## src/rtl/shift_reg_bank.sv

```systemverilog
// shift_reg_bank: bank of RAM_SIZE words of BIT_SIZE bits with parallel load,
// shift-in at word 0 / shift-out from the top word, and single-word write/read.
// Update priority is rst > ld > shift_en > wr_en. Reads are serviced every
// non-reset cycle and return pre-update contents one cycle later.
//
// Ports:
//   clk, rst              clock, synchronous active-high reset
//   ld, par_in            parallel load of all words (word i at [i*BIT_SIZE +: BIT_SIZE])
//   shift_en, shift_in    shift words up one index, shift_in enters word 0
//   wr_en, wr_addr, wr_data   single-word write
//   rd_en, rd_addr        single-word read request
//   par_out               registered flattened contents
//   rd_data, rd_valid     registered read data and its one-cycle qualifier
//   shift_out, shift_out_valid  evicted top word and its one-cycle qualifier
//   count, full, empty    fill level and its combinational decodes
//   addr_err              one-cycle pulse on out-of-range read or accepted write
module shift_reg_bank #(
  parameter int unsigned BIT_SIZE = 16,
  parameter int unsigned RAM_SIZE = 8
) (
  input  logic                           clk,
  input  logic                           rst,
  input  logic                           ld,
  input  logic [RAM_SIZE*BIT_SIZE-1:0]   par_in,
  input  logic                           shift_en,
  input  logic [BIT_SIZE-1:0]            shift_in,
  input  logic                           wr_en,
  input  logic [$clog2(RAM_SIZE)-1:0]    wr_addr,
  input  logic [BIT_SIZE-1:0]            wr_data,
  input  logic                           rd_en,
  input  logic [$clog2(RAM_SIZE)-1:0]    rd_addr,
  output logic [RAM_SIZE*BIT_SIZE-1:0]   par_out,
  output logic [BIT_SIZE-1:0]            rd_data,
  output logic                           rd_valid,
  output logic [BIT_SIZE-1:0]            shift_out,
  output logic                           shift_out_valid,
  output logic [$clog2(RAM_SIZE+1)-1:0]  count,
  output logic                           full,
  output logic                           empty,
  output logic                           addr_err
);

  localparam int unsigned ADDR_W = $clog2(RAM_SIZE);
  localparam int unsigned CNT_W  = $clog2(RAM_SIZE + 1);

  logic [BIT_SIZE-1:0] mem_q [RAM_SIZE];
  logic [BIT_SIZE-1:0] mem_d [RAM_SIZE];
  logic [CNT_W-1:0]    count_q, count_d;
  logic [BIT_SIZE-1:0] rd_data_q, rd_data_d;
  logic                rd_valid_q, rd_valid_d;
  logic [BIT_SIZE-1:0] shift_out_q, shift_out_d;
  logic                shift_out_valid_q, shift_out_valid_d;
  logic                addr_err_q, addr_err_d;

  logic                rd_oor, wr_oor, full_now;

  // Out-of-range decode only matters when RAM_SIZE is not a power of two.
  assign rd_oor   = (32'(rd_addr) >= RAM_SIZE);
  assign wr_oor   = (32'(wr_addr) >= RAM_SIZE);
  assign full_now = (count_q == CNT_W'(RAM_SIZE));

  // Next-state logic: read path first, then the prioritised update.
  always_comb begin
    mem_d             = mem_q;
    count_d           = count_q;
    rd_data_d         = rd_data_q;
    rd_valid_d        = 1'b0;
    shift_out_d       = shift_out_q;
    shift_out_valid_d = 1'b0;
    addr_err_d        = 1'b0;

    // Read samples pre-update contents regardless of which update wins.
    if (rd_en) begin
      rd_valid_d = 1'b1;
      if (rd_oor) begin
        rd_data_d  = '0;
        addr_err_d = 1'b1;
      end else begin
        rd_data_d = mem_q[rd_addr];
      end
    end

    if (ld) begin
      for (int unsigned i = 0; i < RAM_SIZE; i++) begin
        mem_d[i] = par_in[i*BIT_SIZE +: BIT_SIZE];
      end
      count_d = CNT_W'(RAM_SIZE);
    end else if (shift_en) begin
      // Only a shift into a full bank evicts a meaningful word.
      if (full_now) begin
        shift_out_d       = mem_q[RAM_SIZE-1];
        shift_out_valid_d = 1'b1;
      end
      for (int unsigned i = 1; i < RAM_SIZE; i++) begin
        mem_d[i] = mem_q[i-1];
      end
      mem_d[0] = shift_in;
      if (!full_now) begin
        count_d = count_q + CNT_W'(1);
      end
    end else if (wr_en) begin
      if (wr_oor) begin
        addr_err_d = 1'b1;
      end else begin
        mem_d[wr_addr] = wr_data;
      end
    end
  end

  // State registers with synchronous reset.
  always_ff @(posedge clk) begin
    if (rst) begin
      for (int unsigned i = 0; i < RAM_SIZE; i++) begin
        mem_q[i] <= '0;
      end
      count_q           <= '0;
      rd_data_q         <= '0;
      rd_valid_q        <= 1'b0;
      shift_out_q       <= '0;
      shift_out_valid_q <= 1'b0;
      addr_err_q        <= 1'b0;
    end else begin
      mem_q             <= mem_d;
      count_q           <= count_d;
      rd_data_q         <= rd_data_d;
      rd_valid_q        <= rd_valid_d;
      shift_out_q       <= shift_out_d;
      shift_out_valid_q <= shift_out_valid_d;
      addr_err_q        <= addr_err_d;
    end
  end

  // Flatten word array onto the output bus.
  for (genvar g = 0; g < RAM_SIZE; g++) begin : g_par_out
    assign par_out[g*BIT_SIZE +: BIT_SIZE] = mem_q[g];
  end

  assign rd_data         = rd_data_q;
  assign rd_valid        = rd_valid_q;
  assign shift_out       = shift_out_q;
  assign shift_out_valid = shift_out_valid_q;
  assign count           = count_q;
  assign full            = full_now;
  assign empty           = (count_q == '0);
  assign addr_err        = addr_err_q;

endmodule

```

## config.mk

```make
export PLATFORM = sky130hd
export DESIGN_NAME = shift_reg_bank
export DESIGN_NICKNAME = d
export VERILOG_FILES = /design/src/rtl/shift_reg_bank.sv
export SDC_FILE = /design/constraint.sdc
export NUM_CORES = 1
export LEC_CHECK = 0
export CORE_ASPECT_RATIO = 1.5
export CORE_MARGIN = 4
export CORE_UTILIZATION = 46
export CTS_CLUSTER_DIAMETER = 80
export DETAILED_ROUTE_END_ITERATION = 16
export PLACE_DENSITY_LB_ADDON = 0.1
export SLEW_MARGIN = 5
export SYNTH_ARGS = -nofsm -noshare
export SYNTH_HDL_FRONTEND = slang
export SYNTH_SLANG_ARGS = --single-unit
```

## constraint.sdc

```tcl
create_clock -name clk -period 2.6 [get_ports clk]
set_clock_uncertainty 0.05 [all_clocks]
set_input_delay 0.78 -clock clk [delete_from_list [all_inputs] [get_ports clk]]
set_output_delay 0.78 -clock clk [all_outputs]
set_load 0.005 [all_outputs]
```

### Yosys cells after proc, flatten, opt, wreduce, memory -nomap -nowiden

Index checks and enable logic that the tools add are counted.

* $add $sub $neg: 1
* order comparisons: 3
* equal/unequal tests: 2
* multiplexer cells: 14
* bitwise logic cells: 5
* reduce and logical (&&, ||, !) cells: 9

Operators by type and width (number)
* 128-bit two-way mux: 3
* 128-bit bitwise mux: 1
* 16-bit binary-select mux with 3-bit select: 1
* 16-bit demux with 3-bit select: 1
* 16-bit two-way mux: 3
* 4-bit two-way mux: 3
* 4-bit >= comparator (second input constant): 2
* 3-bit NOT with 4-bit output: 2
* 4-bit by 1-bit adder with 4-bit output (second input constant): 1
* 4-bit == test (second input constant): 1
* 4-bit logical NOT: 1
* 4-bit by 1-bit less-than comparator with 1-bit output (second input constant): 1
* 2-bit AND reduction: 2
* 1-bit NOT: 3
* 3-bit AND reduction: 1
* 3-bit nonzero test: 1
* 3-bit OR reduction: 1
* 1-bit two-way mux: 2
* 2-bit != test (second input constant): 1
* 2-bit nonzero test: 1
* 2-bit OR reduction: 1
* 1-bit logical AND: 1

* bits in registers: 166
* input bits: 172
* output and inout bits: 169
* word-level logic and storage cells: 48

### Logic depth before layout (Yosys ltp)

Gate-level depths: netlist of run 1.

* word-level depth: 9
* mapped depth: 9
* depth with buffers taken out: 7

### Worst setup path after synthesis of run 1

OpenSTA, ideal clock, no wires.

* path kind: input-to-reg
* from: input port ld
* to: register mem_q (netlist bit par_out[32])
* setup time: 0.074 ns
* arrival time: 2.037 ns
* data required time: 2.476 ns
* setup slack: 0.439 ns
* stages on the path: 7
* cell sequence: buf_6 > or4b_4 > buf_6 > buf_6 > o221ai_1 > nor2_1 > nor3_2

* cells in the longest elaborated chain, start to end: 1
* elaborated cells on any way between the ends: 2
* those cells by class: mux (1); reduce/logical (1)

RTL lines
* start: declaration: line 23 `input logic ld,`
* 3-bit nonzero test (no line) / 128-bit two-way mux (equally long branches)
* end signal: assignment: line 123 `mem_q <= mem_d;`
* end: declaration: line 46 `logic [BIT_SIZE-1:0] mem_q [RAM_SIZE];`

Several ways; a longest one is shown, not always the timed one.
A chain may end at the register's enable or synchronous reset.

### Worst setup path after layout of run 1

* from: input port wr_addr[1]
* to: register mem_q (netlist bit par_out[33])

* cells in the longest elaborated chain, start to end: 9
* elaborated cells on any way between the ends: 10
* those cells by class: order compare (2); mux (6); bitwise (1); reduce/logical (1)

RTL lines
* start: declaration: line 28 `input logic [$clog2(RAM_SIZE)-1:0] wr_addr,`
* 3-bit NOT with 4-bit output (implied by the code) *: line 105 `mem_d[wr_addr] = wr_data;`
* 4-bit >= comparator (implied by the code) / 4-bit by 1-bit less-than comparator with 1-bit output (equally long branches): line 105
* 1-bit logical AND (implied by the code): line 105
* 16-bit two-way mux (implied by the code): line 105
* 16-bit demux with 3-bit select *: line 105
* 128-bit bitwise mux *: line 105
* 128-bit two-way mux *: line 101 `end else if (wr_en) begin`
* 128-bit two-way mux *: line 88 `end else if (shift_en) begin`
* 128-bit two-way mux *: line 83 `if (ld) begin`

Every way passes the cells marked *; elsewhere a longest branch is shown, timed or not. The select of a mux whose other input is x is not followed.

==> out/qor.yml, run 1 <==
cts_max_level: 4
outcome: "finished, final reports clean"
die_area_mm2: 0.0233
cp.required_ns: 2.91
synth.cells.most_frequent: "nand2_1 (277), nor2_1 (276), dfxtp_1 (166)"
yosys.area.top_type: "dfxtp_1"
drv_slew: 0
syn-instance-count: 1293
clkTransAtPathRegs_ns: 0.07
max_freq_mhz: 427
synth_cell_type_count: 44
fin_crit_ns: 2.34
yosysMostFrequentCell: "nand2_1"
place_hpwl_mm: 30.4
grt_overflow: 0
die_h_um: 185
clkSinkCount: 166
synth_seq_cells: 166
dr_total_vias: 11200
fp.dieW_um: 126
ant_nets: 0
finalHoldViolCount: 0
dr.pass1.iters: 8
grt_pass1_wl_mm: 61.1
cts_inserted_buffers: 17
ys_warn_count: 0
power.leakage_uw: 0.00535
drc: 0
pin_count: 341
maxCapViolCount: 0
async_flop_share_pct: 0
synthesis.nets: 1467
routabilityCongestion: 0.929
avgSynthCellArea_um2: 7.42
placed_cell_area_mm2: 0.0135
cts_max_path_buffers: 2
min_path_type: "reg2reg"
track_usage_pct: 32.8
layout.nets: 1770
drive_above_1_share_pct: 11.1
yosys-top-cells-area: "dfxtp_1 (35%), nand2_1 (11%), nor2_1 (11%)"
routed_via_density: 5.98
setup_viol: 0
finalInstanceArea_mm2: 0.0141
end_kind: "register"
grt_pass1_vias: 10900
synth_flop_cell: "dfxtp_1"
cts_hold_buf: 0
cts_tree: "yes"
coreArea_mm2: 0.0205
drt_iter0_markers: 1270
synth_seq_area_share_pct: 34.6
maxSlewHeadroom_pct: 43.5
path_class: "in2reg"
wl_per_cell_um: 21.2
grt_antenna_before_repair: 0
syn-cell-area_mm2: 0.00959
area_growth_pct: 46.6
cts_root_buf: "clkbuf_16"
critPathMaxFanout: 16
rsz0062_at_grt: "no"
cp.arrival_ns: 2.66
irDropWorstVdd_v: 0.000431
min_period_over_period_pct: 90.1
wirelength_mm: 39.7
synth_edf_count: 0
synth_top_area_share_pct: 34.6
fill_cells: 1818
start_util_pct: 46.8
clock_latency_ns: 0.43
fp-row-count: 64
worstSetupStartpointType: "primary input"
power_density_mw_per_mm2: 506
fin_util_pct: 68.6
tightest_slew_ns: 0.845
grt_max_degree: 92
portBuffers: 339
## stage by stage
stage               hold WS [ns]  worst slack [ns]  TNS (ns)  instances  power (µW)
floorplan                  0.403             0.439         0       1293        3760
CTS                        0.407            0.0110         0       1872        7100
global route               0.428             0.152         0       1872        7370
global placement           0.392            -0.106     -4.85       1840        4780
finish                     0.405             0.257         0       1873        7120
detailed placement         0.398            -0.189     -7.55       1840        4800
## layer usage
layer | vias to the layer above | GRT usage [%] | wire (µm)
met2 | 646 | 57.8 | 20000
met5 | - | 0 | 0
met4 | 0 | 13.7 | 1520
met3 | 114 | 7.67 | 3570
li1 | 5189 | - | -
met1 | 5243 | 38.1 | 14600
## cells by family (layout without fill, tap and decap cells)
family | after synthesis | in the layout | share of synthesized area, %
compound gates | 223 | 223 | 20.1
xor+xnor | 3 | 3 | 0.274
fa+ha+maj | 2 | 2 | 0.261
buf+inv | 124 | 439 | 5.99
flops | 166 | 166 | 34.6
mux | 65 | 65 | 7.20
other cells | 1 | 2 | 0.0391
simple gates | 709 | 709 | 31.5
## state kept, by name (all words and copies together) (netlist names)
signal           cells
shift_out_valid      1
rd_valid             1
count                4
shift_out           16
rd_data             16
par_out            128
## cell type report
cell class	count	area, µm²	share of cell area [%]
Antenna cell	1	2.50	0.0178
Clock buffer	18	429	3.05
Clock inverter	13	100	0.712
Inverter	3	11.3	0.0801
Multi-Input combinational cell	1003	5710	40.6
Sequential cell	166	3320	23.6
Tap cell	264	330	2.35
Timing Repair Buffer	405	4150	29.5
## worst max-delay path, cell delays in order
cell,delay (ns)
clkdlybuf4s50_1,0.53
buf_4,0.20
nor2b_1,0.15
a21oi_2,0.64
nor2_1,0.15
nor3_2,0.19
## repair_timing
| item | 4_1_cts | 5_1_grt |
|---|---|---|
| setup endpoints to repair | 2 | 2 |
| setup buffers | 1 | 0 |
| gates cloned | 0 | 0 |
| gates resized for setup | 2 | 3 |
## where the power goes
part,switching [µW],internal [µW],total [µW]
sequential,206,2720,2930
combinational,874,973,1850
clock,1120,1220,2350
## worst paths after layout
check / endpoint / start / slack (ns) / cells after the start
hold reg to reg: shift_out[7]$_SDFFE_PP0P_ / shift_out[7]$_SDFFE_PP0P_ / 0.40 / 2
setup reg to reg: shift_out[10]$_SDFFE_PP0P_ / count[0]$_SDFFE_PP0P_ / 0.90 / 7
hold / removal: shift_out[7]$_SDFFE_PP0P_ / shift_out[7]$_SDFFE_PP0P_ / 0.40 / 2
setup / recovery: par_out[33]$_SDFFE_PP0P_ / wr_addr[1] / 0.26 / 6
## placed cells by master (no fill, tap or decap), types with 3 or more instances in the layout
master,instances
or4b_1,3
nor3_2,16
a221o_1,11
nand2b_1,20
nor2b_1,5
nor2_1,276
inv_6,3
a211oi_1,32
o22ai_1,11
nor3_1,99
clkinvlp_4,5
mux2_2,32
o221ai_2,16
dfxtp_1,165
a22oi_1,5
buf_12,21
buf_4,47
a221oi_1,16
clkinv_4,3
a21oi_1,16
mux2i_1,33
clkdlybuf4s50_1,333
nand2_1,277
o221ai_1,101
o21ai_1,6
a31oi_2,3
clkbuf_16,17
(Power assumes the default switching activity.)
==> run 2, diff against run 1 <==
--- a/config.mk
+++ b/config.mk
@@ -7,11 +7,13 @@
 export LEC_CHECK = 0
 export CORE_ASPECT_RATIO = 1.5
 export CORE_MARGIN = 4
-export CORE_UTILIZATION = 46
+export CORE_UTILIZATION = 50
 export CTS_CLUSTER_DIAMETER = 80
 export DETAILED_ROUTE_END_ITERATION = 16
+export DONT_BUFFER_PORTS = 1
 export PLACE_DENSITY_LB_ADDON = 0.1
 export SLEW_MARGIN = 5
 export SYNTH_ARGS = -nofsm -noshare
 export SYNTH_HDL_FRONTEND = slang
 export SYNTH_SLANG_ARGS = --single-unit
+export TNS_END_PERCENT = 10
==> out/qor.yml, run 2 (synthesis results as in run 1) <==
outcome: "finished, final reports clean"
cts_tree: "yes"
max_freq_mhz: 454  # +6.4%
path_depth: 4  # -2
clkSinkCount: 166  # unchanged
die_h_um: 178  # -3.9%
crit_buf_inv: 2  # unchanged
drt_iter0_markers: 1045  # -18%
instances_no_fill: 1482  # -21%
r2r-start: "count[0]$_SDFFE_PP0P_"
largest_register_ffs: 128  # unchanged
power_density_mw_per_mm2: 622  # +23%
drive_above_1_share_pct: 10.7  # -0.34 points
pin_count: 341  # unchanged
coreArea_mm2: 0.0187  # -8.8%
worstSetupStartpointType: "register"
cts_root_buf: "clkbuf_16"
path_class: "reg2out"
dp.cells: 1450  # -21%
track_usage_pct: 33.7  # +0.92 points
cp_slowest_cell: "dfxtp_1"
crit_start: "count[0]$_SDFFE_PP0P_"
wirelength_mm: 37.3  # -6.0%
p_clk_share_pct: 38.2  # +5.3 points
cp.arrival_ns: 1.37  # -1.29 ns
grt_overflow: 0  # unchanged
clock_latency_ns: 0.43  # about the same
routed_via_density: 6.42  # +7.5%
layout.nets: 1391  # -21%
internal_power_uw: 4370  # -11%
layout_common_cells: "nand2_1 (277), nor2_1 (276), dfxtp_1 (166)"
cts_inserted_buffers: 17  # unchanged
p_sw_uw: 1910  # -13%
grt_pass1_wl_mm: 56.1  # -8.3%
drv_slew: 0  # unchanged
rr_endpoint: "shift_out[4]$_SDFFE_PP0P_"
cts_max_path_buffers: 2  # unchanged
n_antenna_cell: 0  # -1
dr.pass1.iters: 5  # -3
portBuffers: 0  # -100%
rsz0062_at_grt: "no"
endpoint: "full"
maxCapViolCount: 0  # unchanged
die_area_mm2: 0.0215  # -7.6%
rr_worst_depth: 7  # unchanged
drc: 0  # unchanged
power.leakage_uw: 0.00378  # -29%
swShare_pct: 30.4  # -0.54 points
start_util_pct: 51.3  # +4.5 points
setup_viol: 0  # unchanged
post-cts-setup-buffers: 0  # -1
sequentialPowerShare_pct: 47.7  # +6.6 points
critPathMaxFanout: 4  # -12
fin_util_pct: 54.0  # -15 points
rrSetupSlack_ns: 0.81  # -0.09 ns
ant_nets: 0  # unchanged
irDropWorstVdd_v: 0.000439  # +1.8%
pwr-share-comb_pct: 14.1  # -12 points
place_hpwl_mm: 27.2  # -11%
cp_top_family: "flip-flops"
maxSlewHeadroom_pct: 60.3  # +17 points
wl_per_cell_um: 25.2  # +19%
tightest_slew_ns: 0.596  # -0.249 ns
routabilityCongestion: 0.891  # -4.0%
finalInstanceArea_mm2: 0.0101  # -28%
min_period_over_period_pct: 84.7  # -5.4 points
grt_pass1_vias: 8938  # -18%
clkTransAtPathRegs_ns: 0.07  # about the same
worst_path_most_repeated_cell: "inv_1"
dr_total_vias: 9519  # -15%
cts_hold_buf: 0  # unchanged
cp.required_ns: 1.77  # -1.14 ns
fin_crit_ns: 2.20  # -0.141 ns
crit_path_cell_trace: "inv_1 > ha_1 > nand3b_1 > inv_1"
cts_resized: 0  # -2
slowest_delay_ns: 0.40  # -0.24 ns
finalHoldViolCount: 0  # unchanged
power_uw: 6270  # -12%
fp.dieW_um: 121  # -3.8%
fin_tns_setup_ns: 0  # unchanged
final_common_cell: "nand2_1"
end_kind: "output pin"
min_path_type: "in2reg"
grt_max_degree: 256  # +180%
fp-row-count: 61  # -4.7%
area_growth_pct: 5.23
cts_max_level: 4  # unchanged
grt_antenna_before_repair: 0  # unchanged
placed_cell_area_mm2: 0.00955  # -29%
## run 2: cell types whose count changed in the layout (fill, tap and decap cells not counted), moves of 2 or more
cell	change
clkdlybuf4s50_1	-333
buf_12	-21
buf_4	-21
buf_6	-2
dlymetal6s2s_1	-2
inv_6	-2
## run 2: worst reg2reg max path, cell delays in order (launching register included)
cell      delay, ns
dfxtp_1        0.35
inv_1          0.10
ha_1           0.17
nand3b_1       0.13
inv_1          0.14
and2_1         0.52
nand2_1        0.13
a21oi_1        0.13
## run 2: worst min path at each step
stage / start / endpoint / slack (ns) / cells after the start
finish: rst / par_out[14]$_SDFFE_PP0P_ / 0.37 / 1
global route: rst / par_out[62]$_SDFFE_PP0P_ / 0.36 / 1
CTS: rst / par_out[22]$_SDFFE_PP0P_ / 0.36 / 1
detailed placement: shift_out[15]$_SDFFE_PP0P_ / shift_out[15]$_SDFFE_PP0P_ / 0.41 / 2
global placement: shift_out[2]$_SDFFE_PP0P_ / shift_out[2]$_SDFFE_PP0P_ / 0.41 / 2
floorplan: shift_out[0]$_SDFFE_PP0P_ / shift_out[0]$_SDFFE_PP0P_ / 0.40 / 2
## run 2: stage by stage
| stage | worst slack [ns] | hold WS, ns |
|---|---|---|
| floorplan | 0.439 | 0.403 |
| global placement | 0.473 | 0.406 |
| detailed placement | 0.436 | 0.412 |
| CTS | 0.377 | 0.358 |
| global route | 0.297 | 0.362 |
| finish | 0.398 | 0.375 |
## run 2: power by group through the flow
stage | sequential, µW | combinational [µW] | clock (µW)
after CTS | 2990 | 881 | 2420
final | 3000 | 884 | 2400
after floorplan | 2930 | 830 | 0
after global placement | 3050 | 866 | 0
after detailed placement | 3050 | 878 | 0
after global routing | 3020 | 990 | 2510
## run 2: final cells by class
class / count / area [µm²]
fillers: 1855 / 8600
multi-input cells: 1003 / 5710
flip-flops and latches: 166 / 3320
clock buffers: 19 / 443
well taps: 252 / 315
repair buffers: 26 / 195
clock inverters: 13 / 100
inverters: 3 / 11.3
## run 2: metal layers
metal  track usage [%]  wire length (µm)  vias to the layer above
met5                 0                 0                        -
li1                  -                 -                     4438
met1              39.7             13900                     4491
met4              12.4              1400                        0
met3              10.2              3710                       78
met2              57.4             18200                      512
==> run 3, diff against run 2 <==
==> constraint.sdc (replaced) <==
create_clock -name clk -period 1.9 [get_ports clk]
set_clock_uncertainty 0.05 [all_clocks]
set_input_delay 0.57 -clock clk [delete_from_list [all_inputs] [get_ports clk]]
set_output_delay 0.57 -clock clk [all_outputs]
set_load 0.005 [all_outputs]
==> out/qor.yml, run 3 (synthesis results as in run 1) <==
outcome: "finished, final reports clean"
maxSlewHeadroom_pct: 54.1  # -6.2 points
grt_antenna_before_repair: 0  # unchanged
dr_total_vias: 9469  # -0.53%
place_hpwl_mm: 26.6  # -2.0%
cp.arrival_ns: 1.22  # -0.15 ns
drt_iter0_markers: 950  # -9.1%
cts_tree: "yes"
cts_hold_buf: 0  # unchanged
p_clk_share_pct: 40.4  # +2.2 points
finalHoldViolCount: 0  # unchanged
setup_viol: 0  # unchanged
slowest_delay_ns: 0.37  # -0.03 ns
area_growth_pct: 9.40
finalInstanceArea_mm2: 0.0105  # +4.0%
internal_power_uw: 6430  # +47%
dr.pass1.iters: 5  # unchanged
cts_root_buf: "clkbuf_16"
largest_register_ffs: 128  # unchanged
wirelength_mm: 36.8  # -1.3%
sequentialPowerShare_pct: 45.2  # -2.5 points
routed_via_density: 6.33  # -1.5%
placed_cell_area_mm2: 0.00985  # +3.1%
coreArea_mm2: 0.0187  # unchanged
die_h_um: 178  # unchanged
fin_util_pct: 56.1  # +2.1 points
layout.nets: 1407  # +1.2%
min_path_type: "in2reg"
grt_overflow: 0  # unchanged
swShare_pct: 28.8  # -1.6 points
drc: 0  # unchanged
clock_latency_ns: 0.43  # about the same
start_util_pct: 51.3  # unchanged
cp.required_ns: 1.28  # -0.49 ns
cts_max_path_buffers: 2  # unchanged
path_depth: 4  # unchanged
critPathMaxFanout: 4  # unchanged
max_freq_mhz: 542
end_kind: "output pin"
routabilityCongestion: 0.899  # +0.89%
ant_nets: 0  # unchanged
cp_slowest_cell: "dfxtp_4"
min_period_over_period_pct: 97.1
fin_crit_ns: 1.84
clkSinkCount: 166  # unchanged
cts_inserted_buffers: 17  # unchanged
irDropWorstVdd_v: 0.000539  # +23%
dpl_worst_slack_ns: -0.0702  # -0.506 ns
layout_common_cells: "nand2_1 (277), nor2_1 (276), dfxtp_1 (164)"
crit_buf_inv: 2  # unchanged
portBuffers: 0  # unchanged
rr_worst_depth: 5  # -2
grt_pass1_vias: 9096  # +1.8%
p_sw_uw: 2600  # +36%
track_usage_pct: 33.3  # -0.43 points
timing.hold.ws_ns: 0.175  # -0.199 ns
fp.dieW_um: 121  # unchanged
fp-row-count: 61  # unchanged
min_path_cells: 1  # unchanged
worstSetupStartpointType: "register"
cts_max_level: 4  # unchanged
drv_slew: 0  # unchanged
die_area_mm2: 0.0215  # unchanged
cp_top_family: "flip-flops"
pwr-share-comb_pct: 14.4  # +0.3 points
power.leakage_uw: 0.00396  # +4.7%
tightest_slew_ns: 0.686  # +0.0900 ns
maxCapViolCount: 0  # unchanged
drive_above_1_share_pct: 13.4  # +2.7 points
crit_path_cell_trace: "inv_4 > ha_4 > nand3b_1 > inv_2"
final_common_cell: "nand2_1"
wl_per_cell_um: 24.6  # -2.3%
pin_count: 341  # unchanged
n_antenna_cell: 0  # unchanged
path_class: "reg2out"
fin_ws_ns: 0.0554  # -0.343 ns
grt_pass1_wl_mm: 55.3  # -1.4%
clkTransAtPathRegs_ns: 0.07  # about the same
power_density_mw_per_mm2: 860  # +38%
grt_max_degree: 256  # unchanged
run 3: cell count changes in the layout (fill, tap and decap cells not counted), moves of 2 or more:
cell,change
buf_12,+9
buf_4,+7
bufinv_16,+3
clkinv_2,-2
clkinv_4,-3
dfxtp_1,-2
dfxtp_4,+2
inv_1,-3
inv_2,+2
inv_6,+3
o221ai_1,-12
o221ai_2,+12
run 3: repair_timing:
item | CTS | global route
setup endpoints to repair | 2 | 1
resized for setup | 5 | 6
setup buffers | 1 | 0
hold endpoints to repair | 0 | 0
run 3: power groups by stage:
stage          clock, µW  sequential (µW)  combinational [µW]
6_report            3650             4080                1300
5_1_grt             3820             4110                1450
4_1_cts             3680             4080                1290
3_5_place_dp           0             4160                1280
3_3_place_gp           0             4150                1260
2_1_floorplan          0             4010                1150
run 3: worst register-to-register path, delay by kind of cell, from the launching register on:
family	cells	cell delay (ns)
compound gates	3	0.57
mux	1	0.16
flops	1	0.48
buf+inv	1	0.14
run 3: path summary, 6_finish.rpt:
path                             start                        end  slack (ns)
min reg2reg  shift_out[2]$_SDFFE_PP0P_  shift_out[2]$_SDFFE_PP0P_        0.42
max              count[0]$_SDFFE_PP0P_                       full        0.06
min                                rst   par_out[62]$_SDFFE_PP0P_        0.18
max reg2reg   par_out[49]$_SDFFE_PP0P_    rd_data[1]$_SDFFE_PP0P_        0.42
run 3: cell type report:
type / count / area, µm²
Fill cell: 1827 / 8200
Multi-Input combinational cell: 1003 / 5800
Sequential cell: 166 / 3330
Clock buffer: 18 / 439
Timing Repair Buffer: 42 / 428
Tap cell: 252 / 315
Clock inverter: 13 / 169
Inverter: 3 / 13.8
run 3: per-layer routing:
layer  share of wire [%]  track usage [%]  up-vias
li1                    -                -     4467
met1                  37             39.2     4436
met2                  49             55.1      481
met3                  10             11.0       85
met4                 4.3             14.2        0
met5                   0                0        -
run 3: metrics by stage:
| stage | instances | TNS (ns) | power, µW |
|---|---|---|---|
| detailed placement | 1465 | -0.175 | 5440 |
| global placement | 1465 | -0.0978 | 5420 |
| global route | 1497 | -0.00243 | 9370 |
| floorplan | 1293 | -0.208 | 5160 |
| finish | 1497 | 0 | 9030 |
| CTS | 1497 | 0 | 9050 |
